## src/rtl/spi_ram_pkg.sv

```systemverilog
// Shared types and constants for the SPI/host RAM arbiter.
//   arb_state_e : arbiter FSM states
//   req_e       : requester identity (used for round-robin bookkeeping)
//   CMD_*       : SPI command codes carried in rx_data[9:8]
package spi_ram_pkg;

  localparam int ADDR_SIZE = 8;
  localparam int MEM_DEPTH = 2 ** ADDR_SIZE;

  typedef enum logic [1:0] {
    IDLE,
    ACC,
    RD_WAIT
  } arb_state_e;

  typedef enum logic {
    REQ_SPI,
    REQ_HOST
  } req_e;

  localparam logic [1:0] CMD_WR_ADDR = 2'b00;
  localparam logic [1:0] CMD_WR_DATA = 2'b01;
  localparam logic [1:0] CMD_RD_ADDR = 2'b10;
  localparam logic [1:0] CMD_RD_DATA = 2'b11;

endpackage

```

## src/rtl/spi_ram_arbiter_if.sv

```systemverilog
// Single-port RAM bus between the arbiter (master) and the RAM (slave).
//   en    : access enable, one cycle per access
//   we    : 1 = write, 0 = read
//   addr  : access address
//   wdata : write data
//   rdata : read data, valid the cycle after a read access
interface spi_ram_arbiter_if;
  import spi_ram_pkg::*;

  logic                 en;
  logic                 we;
  logic [ADDR_SIZE-1:0] addr;
  logic [7:0]           wdata;
  logic [7:0]           rdata;

  modport master (output en, output we, output addr, output wdata, input rdata);
  modport slave  (input en, input we, input addr, input wdata, output rdata);

endinterface

```

## src/rtl/spi_ram_arbiter_spi_cmd_capture.sv

```systemverilog
// SPI command decoder: keeps the write/read address registers and a single
// pending RAM operation for the arbiter.
//   rx_data/rx_valid : SPI command word and strobe
//   pend_clr         : arbiter is finishing the pending SPI access this cycle
//   pend*            : pending op flag, direction, address, write data
//   ovf              : sticky, a data command was dropped because one was pending
module spi_cmd_capture
  import spi_ram_pkg::*;
(
  input  logic                 clk,
  input  logic                 rst,
  input  logic [9:0]           rx_data,
  input  logic                 rx_valid,
  input  logic                 pend_clr,
  output logic                 pend,
  output logic                 pend_we,
  output logic [ADDR_SIZE-1:0] pend_addr,
  output logic [7:0]           pend_wdata,
  output logic                 ovf
);

  logic [ADDR_SIZE-1:0] wr_addr;
  logic [ADDR_SIZE-1:0] rd_addr;
  logic [1:0]           cmd;
  logic [7:0]           payload;
  logic                 busy;

  assign cmd     = rx_data[9:8];
  assign payload = rx_data[7:0];
  // A pending op that retires on this edge frees the slot for a new command.
  assign busy    = pend && !pend_clr;

  always_ff @(posedge clk or posedge rst) begin
    if (rst) begin
      wr_addr    <= '0;
      rd_addr    <= '0;
      pend       <= 1'b0;
      pend_we    <= 1'b0;
      pend_addr  <= '0;
      pend_wdata <= '0;
      ovf        <= 1'b0;
    end else begin
      if (pend_clr) pend <= 1'b0;
      if (rx_valid) begin
        case (cmd)
          CMD_WR_ADDR: wr_addr <= payload;
          CMD_RD_ADDR: rd_addr <= payload;
          CMD_WR_DATA: begin
            if (busy) ovf <= 1'b1;
            else begin
              pend       <= 1'b1;
              pend_we    <= 1'b1;
              pend_addr  <= wr_addr;
              pend_wdata <= payload;
            end
          end
          CMD_RD_DATA: begin
            if (busy) ovf <= 1'b1;
            else begin
              pend      <= 1'b1;
              pend_we   <= 1'b0;
              pend_addr <= rd_addr;
            end
          end
        endcase
      end
    end
  end

endmodule

```

## src/rtl/spi_ram_arbiter.sv

```systemverilog
// Shares one RAM port between SPI commands and a host requester, round-robin.
//   clk, rst            : clock, async active-high reset
//   spi_rx_data/valid   : SPI command in;  spi_tx_data/valid : SPI read data out
//   spi_ovf             : sticky SPI command overflow
//   host_req/we/addr/wdata : host request (held until host_gnt)
//   host_gnt            : host access performed this cycle
//   host_rdata/rvalid   : host read data out
//   ram                 : RAM bus (registered outputs)
module spi_ram_arbiter
  import spi_ram_pkg::*;
(
  input  logic                 clk,
  input  logic                 rst,
  input  logic [9:0]           spi_rx_data,
  input  logic                 spi_rx_valid,
  output logic [7:0]           spi_tx_data,
  output logic                 spi_tx_valid,
  output logic                 spi_ovf,
  input  logic                 host_req,
  input  logic                 host_we,
  input  logic [ADDR_SIZE-1:0] host_addr,
  input  logic [7:0]           host_wdata,
  output logic                 host_gnt,
  output logic [7:0]           host_rdata,
  output logic                 host_rvalid,
  spi_ram_arbiter_if.master    ram
);

  arb_state_e           state_q, state_d;
  req_e                 last_gnt, winner;
  logic                 grant;
  logic                 spi_pend, spi_pend_we, pend_clr;
  logic [ADDR_SIZE-1:0] spi_pend_addr;
  logic [7:0]           spi_pend_wdata;

  // last_gnt doubles as the owner of the access currently in flight.
  assign pend_clr = (state_q == ACC) && (last_gnt == REQ_SPI);

  spi_cmd_capture u_cmd (
    .clk        (clk),
    .rst        (rst),
    .rx_data    (spi_rx_data),
    .rx_valid   (spi_rx_valid),
    .pend_clr   (pend_clr),
    .pend       (spi_pend),
    .pend_we    (spi_pend_we),
    .pend_addr  (spi_pend_addr),
    .pend_wdata (spi_pend_wdata),
    .ovf        (spi_ovf)
  );

  always_comb begin
    state_d = state_q;
    grant   = 1'b0;
    winner  = REQ_SPI;
    case (state_q)
      IDLE: begin
        if (spi_pend && host_req) begin
          grant  = 1'b1;
          winner = (last_gnt == REQ_SPI) ? REQ_HOST : REQ_SPI;
        end else if (spi_pend) begin
          grant = 1'b1;
        end else if (host_req) begin
          grant  = 1'b1;
          winner = REQ_HOST;
        end
        if (grant) state_d = ACC;
      end
      ACC:     state_d = ram.we ? IDLE : RD_WAIT;
      RD_WAIT: state_d = IDLE;
      default: state_d = IDLE;
    endcase
  end

  always_ff @(posedge clk or posedge rst) begin
    if (rst) begin
      state_q      <= IDLE;
      last_gnt     <= REQ_HOST;
      ram.en       <= 1'b0;
      ram.we       <= 1'b0;
      ram.addr     <= '0;
      ram.wdata    <= '0;
      host_gnt     <= 1'b0;
      host_rdata   <= '0;
      host_rvalid  <= 1'b0;
      spi_tx_data  <= '0;
      spi_tx_valid <= 1'b0;
    end else begin
      state_q      <= state_d;
      ram.en       <= grant;
      host_gnt     <= grant && (winner == REQ_HOST);
      host_rvalid  <= 1'b0;
      spi_tx_valid <= 1'b0;
      if (grant) begin
        last_gnt <= winner;
        if (winner == REQ_HOST) begin
          ram.we    <= host_we;
          ram.addr  <= host_addr;
          ram.wdata <= host_wdata;
        end else begin
          ram.we    <= spi_pend_we;
          ram.addr  <= spi_pend_addr;
          ram.wdata <= spi_pend_wdata;
        end
      end
      if (state_q == RD_WAIT) begin
        if (last_gnt == REQ_HOST) begin
          host_rdata  <= ram.rdata;
          host_rvalid <= 1'b1;
        end else begin
          spi_tx_data  <= ram.rdata;
          spi_tx_valid <= 1'b1;
        end
      end
    end
  end

endmodule

```

## src/flat_wrapper.sv

```systemverilog
// flat-port wrapper written by rule: the top's interface ports become plain ports
module spi_ram_arbiter_flat import spi_ram_pkg::*;
  (clk, rst, spi_rx_data, spi_rx_valid, spi_tx_data, spi_tx_valid, spi_ovf, host_req, host_we, host_addr, host_wdata, host_gnt, host_rdata, host_rvalid, ram_en, ram_we, ram_addr, ram_wdata, ram_rdata);
  spi_ram_arbiter_if ram_i ();
  input  logic clk;
  input  logic rst;
  input  logic [9:0] spi_rx_data;
  input  logic spi_rx_valid;
  output logic [7:0] spi_tx_data;
  output logic spi_tx_valid;
  output logic spi_ovf;
  input  logic host_req;
  input  logic host_we;
  input  logic [ADDR_SIZE-1:0] host_addr;
  input  logic [7:0] host_wdata;
  output logic host_gnt;
  output logic [7:0] host_rdata;
  output logic host_rvalid;
  output wire logic [$bits(ram_i.en)-1:0] ram_en;
  output wire logic [$bits(ram_i.we)-1:0] ram_we;
  output wire logic [$bits(ram_i.addr)-1:0] ram_addr;
  output wire logic [$bits(ram_i.wdata)-1:0] ram_wdata;
  input wire logic [$bits(ram_i.rdata)-1:0] ram_rdata;
  assign ram_en = ram_i.en;
  assign ram_we = ram_i.we;
  assign ram_addr = ram_i.addr;
  assign ram_wdata = ram_i.wdata;
  assign ram_i.rdata = ram_rdata;
  spi_ram_arbiter u_core (.clk(clk), .rst(rst), .spi_rx_data(spi_rx_data), .spi_rx_valid(spi_rx_valid), .spi_tx_data(spi_tx_data), .spi_tx_valid(spi_tx_valid), .spi_ovf(spi_ovf), .host_req(host_req), .host_we(host_we), .host_addr(host_addr), .host_wdata(host_wdata), .host_gnt(host_gnt), .host_rdata(host_rdata), .host_rvalid(host_rvalid), .ram(ram_i));
endmodule
```

## config.mk

```make
export PLATFORM = sky130hd
export DESIGN_NAME = spi_ram_arbiter_flat
export DESIGN_NICKNAME = d
export VERILOG_FILES = /design/src/rtl/spi_ram_pkg.sv /design/src/rtl/spi_ram_arbiter_if.sv /design/src/rtl/spi_ram_arbiter_spi_cmd_capture.sv /design/src/rtl/spi_ram_arbiter.sv /design/src/flat_wrapper.sv
export SDC_FILE = /design/constraint.sdc
export NUM_CORES = 1
export LEC_CHECK = 0
export ABC_CLOCK_PERIOD_IN_PS = 2800
export BUFFER_PORTS_ARGS = -buffer_cell sky130_fd_sc_hd__clkbuf_2
export CORE_MARGIN = 2
export CORE_UTILIZATION = 40
export CTS_BUF_LIST = sky130_fd_sc_hd__clkbuf_8
export CTS_CLUSTER_SIZE = 28
export DETAILED_ROUTE_END_ITERATION = 8
export SLEW_MARGIN = 20
export SYNTH_ARGS = -nofsm -noshare
export SYNTH_HDL_FRONTEND = slang
export SYNTH_SLANG_ARGS = --single-unit
```

## constraint.sdc

```tcl
create_clock -name clk -period 2.8 [get_ports clk]
set_clock_uncertainty 0.1 [all_clocks]
set_input_delay 0.56 -clock clk [delete_from_list [all_inputs] [get_ports clk]]
set_output_delay 0.56 -clock clk [all_outputs]
set_load 0.005 [all_outputs]
```

==> flow_metrics.py <==
metrics = {
    "logic_synthesis": {
        "syn_area_sq_um": 3088,
        "synth_nets": 274,
        "netlist_top_cells_area": "dfrtp_1 (60%), mux2_2 (15%), mux2i_1 (5.2%), o311ai_0 (4.5%), nand3_1 (2.8%)",
        "yosysMostFrequentCell": "dfrtp_1",
        "synth_seq_cells": 75,
        "ys_seq_area_share_pct": 60.82,
        "yosys_warnings": 0,
        "async_flop_share_pct": 100.0,
        "synth_edf_count": 0,
        "synthTopCellsByCount": "dfrtp_1 (74), mux2_2 (40), inv_1 (21), nand3_1 (17), o21ai_0 (17)",
        "yosysTopAreaCell": "dfrtp_1",
        "synth_flop_cell": "dfrtp_1",
        "synth.distinct_cells": 24,
        "synthesis.instances": 235,
        "synth_area_per_cell_sq_um": 13.14,
        "synth_top_area_share_pct": 59.97,
    },
    "timing": {
        "worst_slack_ns": 0.4950,
        "rsz0062_at_grt": "no",
        "relSlewSlack_pct": 39.66,
        "min_period_ns": 2.305,
        "slew_violations": 0,
        "setup_violations": 0,
        "fin_setup_tns_ns": 0,
        "max_clock_freq_mhz": 433.8,
        "worst_pin_slew_ns": 0.9017,
        "timing.final.crit_share_pct": 82.32,
        "hold_violations": 0,
    },
    "grt": {
        "grt_pass1_wl_mm": 10.93,
        "antenna_found_initial": 0,
        "grt_max_degree": 41,
        "grt_pass1_vias": 2162,
        "grt.total_usage_pct": 16.94,
        "grt.overflow.total": 0,
    },
    "finish": {
        "area_delta_synth_final_pct": 22.12,
        "nets": 356,
        "antenna_cells": 0,
        "drive_above_1_share_pct": 44.10,
        "fillers": 731,
        "seq_area_sq_um": 1878,
        "multi_input_area_sq_um": 1081,
        "finalNonFillerCells": 424,
    },
    "pwr": {
        "p_seq_share_pct": 46.7,
        "p_leak_nw": 1.808,
        "p_int_mw": 2.568,
        "clkPwrFrac_pct": 18.7,
        "netSwitchingPower_mw": 1.293,
        "combPwrFrac_pct": 34.6,
        "peakVddDrop_v": 0.0004627,
        "switching_share_pct": 33.50,
        "p_per_area_nw_per_um2": 1024,
    },
    "min_path": {
        "hp-class": "primary input to asynchronous set/reset pin",
    },
    "cts": {
        "clkLatencyLatePin_ns": 0.34,
        "cts-root-buf": "clkbuf_8",
        "post_cts_resized": 0,
        "post_cts_buffers": 0,
        "htree_levels": 3,
        "cts_sinks": 75,
        "clockBufferDepth": 2,
        "holdBufCountCts": 0,
        "tritoncts": "yes",
        "cts_made_buffers": 9,
        "clkTransAtPathRegs_ns": 0.07,
    },
    "routing": {
        "wl_mm": 6.672,
        "first_iter_violations": 75,
        "drc": 0,
        "wl_per_cell_microns": 15.74,
        "first_pass_iters": 4,
        "viasPerCell": 5.047,
        "drtAntennaViolNets": 0,
        "dr_total_vias": 2140,
    },
    "die": {
        "core-area_sq_um": 7607,
        "start_util_pct": 40.59,
        "rows": 32,
        "die_w_microns": 91.86,
        "die_area_sq_um": 8438,
        "die_h_microns": 91.86,
        "io_pins": 77,
    },
    "critical_path": {
        "required_ns": 2.88,
        "cp_max_fo": 20,
        "path_cells": "nor2_1 -> or2_1 -> o311ai_0",
        "crit_path_start_kind": "flop",
        "cp_num_buf_inv": 0,
        "path_class": "flop to flop",
        "crit_family": "simple AND/OR/NAND/NOR gates",
        "cp_slowest_cell": "nor2_1",
        "cp-end-kind": "flop",
        "arrival_ns": 2.39,
        "cpPeakStageDelay_ns": 0.73,
    },
    "placement": {
        "hpwl_mm": 4.740,
        "gp_congestion": 0.7850,
        "dp_cells": 408,
        "port_buffers": 76,
        "place_ws_ns": 0.3070,
    },
    "flow_run": {
        "maxCapViolCount": 0,
    },
    "run_status": {
        "outcome": "complete, no violations",
    },
}
[cell usage in the layout (no fill, tap or decap), drive strengths merged]
master	count
clkbuf	87
dfrtp	74
mux2	40
inv	24
nand3	17
o21ai	17
o311ai	17
mux2i	16
buf	7
nand2	4
nor3b	3
or2	2
nand3b	2
o21bai	2
clkinv	2
a211oi	2
or3b	1
a21oi	1
nor2	1
and2	1
a21o	1
dfstp	1
[layer usage]
layer,part of all wire [%],wire [microns],global-route usage [%]
met4,0.97,65,4.602
met2,46,3054,25.55
met1,48,3181,23.12
met5,0,0,0
met3,5.5,370,6.327
[sequential cells by signal, summed over array words and instances (netlist names)]
register,flops
u_core.ram.en,1
u_core.ram.addr,8
u_core.state_q,2
u_core.u_cmd.rd_addr,8
u_core.ram.wdata,8
u_core.u_cmd.wr_addr,8
u_core.u_cmd.ovf,1
u_core.u_cmd.pend_wdata,8
u_core.u_cmd.pend_addr,8
u_core.u_cmd.pend_we,1
u_core.last_gnt,1
u_core.spi_tx_data,8
u_core.u_cmd.pend,1
u_core.host_rvalid,1
u_core.host_gnt,1
u_core.ram.we,1
u_core.host_rdata,8
u_core.spi_tx_valid,1
[stage by stage]
step | cell area (sq um) | utilization, % | hold slack (ns) | power, mW
floorplan | 3088 | - | 0.3487 | 2.629
global placement | 3598 | 47.30 | 0.3561 | 3.140
detailed placement | 3598 | 47.30 | 0.3659 | 3.181
CTS | 3771 | 49.57 | 0.2089 | 3.916
global route | 3771 | 49.57 | 0.2418 | 4.151
finish | 3771 | 49.57 | 0.2004 | 3.861
[power by group through the flow]
stage          Clock [mW]  Sequential [mW]  Combinational, mW
2_1_floorplan           0             1.80              0.833
3_3_place_gp            0             1.82               1.32
3_5_place_dp            0             1.83               1.35
4_1_cts             0.749             1.81               1.36
5_1_grt             0.796             1.86               1.49
6_report            0.722             1.80               1.33
[cell type report]
type	instances	share of cell area [%]
well taps	102	3.384
clock inverters	5	0.5640
flip-flops and latches	75	49.80
inverters	21	2.090
multi-input cells	127	28.67
clock buffers	11	4.015
repair buffers	83	11.48
[tightest hold or removal path, cell delays in order]
cell      delay [ns]
clkbuf_2        0.09
inv_2           0.04
buf_4           0.38
[kinds of logic after synthesis]
logic type	count (synthesis)	synth area share, %
AND/OR/NAND/NOR	31	5.713
multiplexers	56	19.77
AO/OA/AOI/OAI	40	9.521
buffers and inverters	33	4.174
flip-flops	75	60.82
[final timing paths]
check / to / cells after the start / start / slack [ns]
setup / recovery: u_core.ram.addr[5] / 3 / u_core.u_cmd.pend / 0.50
hold / removal: u_core.u_cmd.rd_addr[6] / 3 / rst / 0.20
setup reg to reg: u_core.ram.addr[5] / 3 / u_core.u_cmd.pend / 0.50
hold reg to reg: u_core.state_q[1] / 1 / u_core.ram.we / 0.37
max in group asynchronous: u_core.ram.addr[0] / 3 / rst / 2.01
min in group clk: u_core.host_rdata[6] / 2 / ram_rdata[6] / 0.37
No activity file was read; power rests on OpenSTA's default activity.
